===== config.mk =====
export PLATFORM = sky130hd
export DESIGN_NAME = pc_gen_flat
export DESIGN_NICKNAME = d
export VERILOG_FILES = /design/src/rtl/pc_gen_if.sv /design/src/rtl/pc_gen.sv /design/src/flat_wrapper.sv
export SDC_FILE = /design/constraint.sdc
export NUM_CORES = 1
export LEC_CHECK = 0
export CAP_MARGIN = 10
export CORE_UTILIZATION = 49
export CTS_CLUSTER_SIZE = 10
export DETAILED_ROUTE_END_ITERATION = 10
export MAX_ROUTING_LAYER = met4
export PLACE_DENSITY_LB_ADDON = 0.25
export SKIP_LAST_GASP = 1
export SYNTH_ARGS = -nofsm -noshare
export SYNTH_HDL_FRONTEND = slang
export SYNTH_SLANG_ARGS = --single-unit
export TNS_END_PERCENT = 50

===== constraint.sdc =====
create_clock -name clk -period 2 [get_ports clk]
set_input_delay 0.3 -clock clk [delete_from_list [all_inputs] [get_ports clk]]
set_output_delay 0.3 -clock clk [all_outputs]
set_load 0.03 [all_outputs]

===== src/rtl/pc_gen_if.sv =====
// pc_gen_if: bundles the fetch-control inputs and program-counter outputs of pc_gen.
//   master modport: the pipeline side. It drives stall, fetch_ready,
//                   redirect_valid, redirect_pc and trap_valid, and it
//                   observes the PC outputs.
//   slave modport:  the pc_gen side. It receives the control inputs and drives
//                   pc_out, pc_plus_inc, pc_valid, misalign_err and err_addr.
interface pc_gen_if #(
    parameter int XLEN = 32
);
    logic            stall;
    logic            fetch_ready;
    logic            redirect_valid;
    logic [XLEN-1:0] redirect_pc;
    logic            trap_valid;
    logic [XLEN-1:0] pc_out;
    logic [XLEN-1:0] pc_plus_inc;
    logic            pc_valid;
    logic            misalign_err;
    logic [XLEN-1:0] err_addr;

    modport master (
        output stall, fetch_ready, redirect_valid, redirect_pc, trap_valid,
        input  pc_out, pc_plus_inc, pc_valid, misalign_err, err_addr
    );

    modport slave (
        input  stall, fetch_ready, redirect_valid, redirect_pc, trap_valid,
        output pc_out, pc_plus_inc, pc_valid, misalign_err, err_addr
    );
endinterface


===== src/rtl/pc_gen.sv =====
// pc_gen: program-counter generator for the fetch stage.
//   clk   : rising-edge clock
//   rst_n : asynchronous active-low reset
//   bus   : pc_gen_if.slave
//           inputs  : stall, fetch_ready, redirect_valid, redirect_pc, trap_valid
//           outputs : pc_out (registered)
//                     pc_plus_inc (combinational: pc_out + INC)
//                     pc_valid (registered)
//                     misalign_err (registered)
//                     err_addr (registered)
// Behaviour:
//   - The PC advances by INC on each accepted fetch.
//   - A branch/jump redirect loads its target on the next edge. If the redirect
//     arrives during a stall, the target is buffered until the stall ends.
//   - A trap loads TRAP_VECTOR and clears the error state.
//   - A misaligned redirect target parks the unit in ERR until a trap or reset.
module pc_gen #(
    parameter int              XLEN         = 32,
    parameter logic [XLEN-1:0] RESET_VECTOR = 32'h0000_0000,
    parameter logic [XLEN-1:0] TRAP_VECTOR  = 32'h0000_0100,
    parameter int              INC          = 4,
    parameter int              ALIGN_BITS   = 2
) (
    input  logic         clk,
    input  logic         rst_n,
    pc_gen_if.slave      bus
);
    typedef enum logic [1:0] {
        BOOT = 2'd0,
        RUN  = 2'd1,
        PEND = 2'd2,
        ERR  = 2'd3
    } state_t;

    // A mask built from a shift stays legal when ALIGN_BITS is 0; a part-select
    // [ALIGN_BITS-1:0] would not be.
    localparam logic [XLEN-1:0] ALIGN_MASK = (XLEN'(1) << ALIGN_BITS) - XLEN'(1);

    state_t          state_reg;
    logic [XLEN-1:0] pc_reg;
    logic [XLEN-1:0] pend_pc_reg;
    logic [XLEN-1:0] err_addr_reg;
    logic            pc_valid_reg;
    logic            misalign_err_reg;
    logic            redirect_misaligned;

    assign redirect_misaligned = |(bus.redirect_pc & ALIGN_MASK);

    always_ff @(posedge clk or negedge rst_n) begin
        if (!rst_n) begin
            state_reg        <= BOOT;
            pc_reg           <= RESET_VECTOR;
            pend_pc_reg      <= '0;
            err_addr_reg     <= '0;
            pc_valid_reg     <= 1'b0;
            misalign_err_reg <= 1'b0;
        end else if (state_reg == BOOT) begin
            // Single settling cycle. Traps and redirects seen here are dropped.
            pc_valid_reg <= 1'b1;
            state_reg    <= RUN;
        end else if (bus.trap_valid) begin
            // A trap overrides everything, including ERR and a buffered redirect.
            pc_reg           <= TRAP_VECTOR;
            pc_valid_reg     <= 1'b1;
            misalign_err_reg <= 1'b0;
            pend_pc_reg      <= '0;
            state_reg        <= RUN;
        end else if (state_reg == ERR) begin
            pc_valid_reg     <= 1'b0;
            misalign_err_reg <= 1'b1;
        end else if (bus.redirect_valid) begin
            if (redirect_misaligned) begin
                pc_valid_reg     <= 1'b0;
                misalign_err_reg <= 1'b1;
                err_addr_reg     <= bus.redirect_pc;
                state_reg        <= ERR;
            end else if (!bus.stall) begin
                // Any older buffered target is superseded here.
                pc_reg       <= bus.redirect_pc;
                pc_valid_reg <= 1'b1;
                state_reg    <= RUN;
            end else begin
                // Last redirect seen while stalled wins.
                pend_pc_reg  <= bus.redirect_pc;
                pc_valid_reg <= 1'b0;
                state_reg    <= PEND;
            end
        end else if (state_reg == PEND) begin
            if (!bus.stall) begin
                pc_reg       <= pend_pc_reg;
                pc_valid_reg <= 1'b1;
                state_reg    <= RUN;
            end else begin
                pc_valid_reg <= 1'b0;
            end
        end else if (!bus.stall && bus.fetch_ready) begin
            // The addition wraps modulo 2^XLEN; any carry out is discarded.
            pc_reg <= pc_reg + XLEN'(INC);
        end
    end

    assign bus.pc_out       = pc_reg;
    assign bus.pc_plus_inc  = pc_reg + XLEN'(INC);
    assign bus.pc_valid     = pc_valid_reg;
    assign bus.misalign_err = misalign_err_reg;
    assign bus.err_addr     = err_addr_reg;
endmodule


===== src/flat_wrapper.sv =====
// flat-port wrapper written by rule: the top's interface ports become plain ports
module pc_gen_flat 
#(
    parameter int              XLEN         = 32,
    parameter logic [XLEN-1:0] RESET_VECTOR = 32'h0000_0000,
    parameter logic [XLEN-1:0] TRAP_VECTOR  = 32'h0000_0100,
    parameter int              INC          = 4,
    parameter int              ALIGN_BITS   = 2
)
  (clk, rst_n, bus_stall, bus_fetch_ready, bus_redirect_valid, bus_redirect_pc, bus_trap_valid, bus_pc_out, bus_pc_plus_inc, bus_pc_valid, bus_misalign_err, bus_err_addr);
  pc_gen_if #(.XLEN(XLEN)) bus_i ();
  input  logic clk;
  input  logic rst_n;
  input wire logic [$bits(bus_i.stall)-1:0] bus_stall;
  input wire logic [$bits(bus_i.fetch_ready)-1:0] bus_fetch_ready;
  input wire logic [$bits(bus_i.redirect_valid)-1:0] bus_redirect_valid;
  input wire logic [$bits(bus_i.redirect_pc)-1:0] bus_redirect_pc;
  input wire logic [$bits(bus_i.trap_valid)-1:0] bus_trap_valid;
  output wire logic [$bits(bus_i.pc_out)-1:0] bus_pc_out;
  output wire logic [$bits(bus_i.pc_plus_inc)-1:0] bus_pc_plus_inc;
  output wire logic [$bits(bus_i.pc_valid)-1:0] bus_pc_valid;
  output wire logic [$bits(bus_i.misalign_err)-1:0] bus_misalign_err;
  output wire logic [$bits(bus_i.err_addr)-1:0] bus_err_addr;
  assign bus_i.stall = bus_stall;
  assign bus_i.fetch_ready = bus_fetch_ready;
  assign bus_i.redirect_valid = bus_redirect_valid;
  assign bus_i.redirect_pc = bus_redirect_pc;
  assign bus_i.trap_valid = bus_trap_valid;
  assign bus_pc_out = bus_i.pc_out;
  assign bus_pc_plus_inc = bus_i.pc_plus_inc;
  assign bus_pc_valid = bus_i.pc_valid;
  assign bus_misalign_err = bus_i.misalign_err;
  assign bus_err_addr = bus_i.err_addr;
  pc_gen #(.XLEN(XLEN), .RESET_VECTOR(RESET_VECTOR), .TRAP_VECTOR(TRAP_VECTOR), .INC(INC), .ALIGN_BITS(ALIGN_BITS)) u_core (.clk(clk), .rst_n(rst_n), .bus(bus_i));
endmodule

==> metrics <==
top cell family by delay on the critical path=simple AND/OR/NAND/NOR gates; GP Congestion=0.917; most common cell after layout, fill and taps aside=buf_4; M1 WL=slightly above 7000 um; Register Area=2520 sq um; Die Footprint=between 10000 and 15000 sq um; ANT nets after route=0; mapped cell area=around 5200 sq um; Synth cell types=62; most frequent cells in the layout=buf_4 (108), clkdlybuf4s50_1 (107), dfrtp_1 (82); CTS Buf Count=9; Pins Over Slew Limit=0; worst path cell trace=buf_4 > nand4_1 > or3_4 > nor3_2 > xor2_2 > buf_4; All-Layer GR Usage=just over 30%; IO Count=136; slowest cell delay on critical path=slightly above 0.4 ns; Worst Path Required=1.70 ns; fraction of registers with async set/reset=100%; worst skew pair latency=~0.38 ns; CP dominant cell by count=buf_4; syn nets=about 520; clock sink count=100; TritonCTS clock tree=built; CP startpoint kind=flop; dpl cells=~800; DRT Wirelength=16000 um; Die Height=roughly 110 um; Core Region=~10000 sq um; top layer in use=met4; CP max stage cell=dfrtp_2; Total Nets Final=roughly 740; number of global-route vias before repair=roughly 4900; Layout Utilization=77.1%; Worst-path clk slew=0.11 ns; Seq/Total Area, Yosys=47.9%; Initial Util=50.6%; diode count=0; cell count after synthesis=484; relative slew slack=61.4%; Seq cells post-synth=100; violated checks=setup timing; Post-synth top flop=dfrtp_1; routed wl met3=1060 um; drt wl/cell=approximately 19 um; Clock Path Buffers=2; transition time of the tightest slew-check pin=approximately 0.58 ns; Fillers=~670; detailed placement HPWL=11800 um; synthesized area per cell=10.8 sq um; WP data arrival=2.00 ns; I/O Buffers=roughly 140; Via density=5.92; Max FO, Critical Path=3; Setup crit end kind=output port; first drt pass iteration count=7; clk_skew=0.0139 ns; initial antenna violation count=0; Worst Path Buf+Inv=2; fin crit share=115%; PnR worst setup slack=-0.298 ns; Die X=105 um; Root Driver=clkbuf_8; number of cells on the critical path=6; area taken by multi-input logic gates=2800 sq um; area grow syn2layout=52.3%; Final Hold Fails=0; WS Path Type=reg2out; first-pass GRT wire length=approximately 26000 um; DRC viols=0; DR iter-0 viols=393; Pleak=0.00357 uW; worst r2r path cells=9; HP Class=in2async; # rows=37; status=finished with violations; register-to-register path setup slack=0.06 ns; f_max=between 400 and 500 MHz; Max Cap Violations=0; Tmin final=2.30 ns; total number of vias=4975; worst r2r src=u_core.bus.pc_out[3]$_DFFE_PN0P_; RSZ-0062 raised after global routing=true; P per Cell Area=740 nW/um^2; overall power=5890 uW; post-route non-filler standard cell count=841; worst-case vdd ir drop=657 uV; largest net degree at the start of global routing=44; synth warn=0; Post-synth EDFFs=0; layout cells sized above 1=31.9%; R2R Path End=u_core.bus.pc_out[24]$_DFFE_PN0P_; H-tree depth=3; Final setup viols=28; met2 wire length=7530 um; grt total ovfl=0
==> per-layer routing <==
metal  GRT usage [%]  up-vias
met3            5.26       31
li1                -     2255
met1            42.1     2463
met4            12.1        0
met5               -        -
met2            46.5      226
==> how the worst max path moves through the flow <==
stage	start	to	slack, ns
2_1_floorplan	u_core.bus.pc_out[2]$_DFFE_PN0P_	bus_pc_plus_inc[26]	-0.07
3_3_place_gp	bus_redirect_valid	u_core.bus.pc_out[12]$_DFFE_PN0P_	-0.21
3_5_place_dp	bus_redirect_valid	u_core.bus.pc_out[11]$_DFFE_PN0P_	-0.23
4_1_cts	u_core.bus.pc_out[3]$_DFFE_PN0P_	bus_pc_plus_inc[19]	-0.28
5_1_grt	u_core.bus.pc_out[2]$_DFFE_PN0P_	bus_pc_plus_inc[26]	-0.37
6_report	u_core.bus.pc_out[2]$_DFFE_PN0P_	bus_pc_plus_inc[23]	-0.30
==> layout make-up <==
cell class	instances	share of cell area [%]
Multi-Input combinational cell	338	35.2
Sequential cell	100	31.7
Timing Repair Buffer	242	28.1
Tap cell	136	2.14
Clock buffer	9	1.56
Clock inverter	7	0.818
Inverter	9	0.425
==> where the power goes <==
part	switching (uW)	internal, uW	leakage (uW)
registers	168	2260	0.00127
logic	1220	974	0.00221
clock network	773	486	0.0000947
total	2160	3720	0.00357
==> cell usage after synthesis (2+ instances only) <==
cell type	count	area (sq um)
and3_1	11	68.8
nor3_1	7	35.0
xor2_1	15	131
o21ai_0	23	115
a221oi_1	4	35.0
o31a_1	3	26.3
nor3_4	2	32.5
o22a_1	2	17.5
a2bb2oi_1	2	17.5
nand3_1	8	40.0
o221ai_1	2	17.5
a21oi_1	18	90.1
xnor2_1	13	114
a22oi_1	22	165
dfrtp_1	100	2500
clkbuf_1	14	52.6
nand2b_1	4	25.0
a22o_1	33	289
a221o_1	4	40.0
buf_2	15	75.1
a31oi_1	5	31.3
buf_4	6	45.0
mux2_2	2	22.5
nor3_2	3	30.0
inv_1	9	33.8
o21a_1	2	15.0
o22ai_1	6	37.5
and4_1	5	43.8
a222oi_1	5	50.1
a21o_1	4	30.0
nor4_1	2	12.5
nor2_1	35	131
mux2_1	30	338
nand2_1	19	71.3
o21ai_1	6	30.0
nand4_1	5	31.3
o2bb2ai_1	6	52.6
and2_1	6	37.5
o22ai_2	3	37.5
==> stage by stage <==
stage	hold WS (ns)	setup slack (ns)	setup TNS [ns]	cell area (sq um)
after floorplan	0.00441	-0.0656	-0.158	5480
after global placement	0.306	-0.214	-10.49	7450
after detailed placement	0.321	-0.227	-11.95	7450
after CTS	0.452	-0.284	-5.75	7880
after global routing	0.484	-0.366	-7.59	7960
final	0.426	-0.298	-5.03	7960
==> logic make-up (layout without fill, tap and decap cells) <==
group / count (synthesis) / in the layout / synth area share (%)
buf+inv: 46 / 267 / 4.24
flops: 100 / 100 / 47.9
simple gates: 123 / 123 / 14.3
xor+xnor: 28 / 28 / 4.69
mux: 32 / 32 / 6.90
compound gates: 154 / 154 / 21.7
fa+ha+maj: 1 / 1 / 0.239
==> what timing repair did <==
item                       in CTS  in global routing
hold endpoints to repair       35                  0
hold buffers                    1                  0
setup endpoints to repair      29                 33
cloned                          1                  0
gates resized for setup        30                  7
pin swaps                      11                  6
buffers inserted               15                  7
Power figures use the tool's default switching activity.
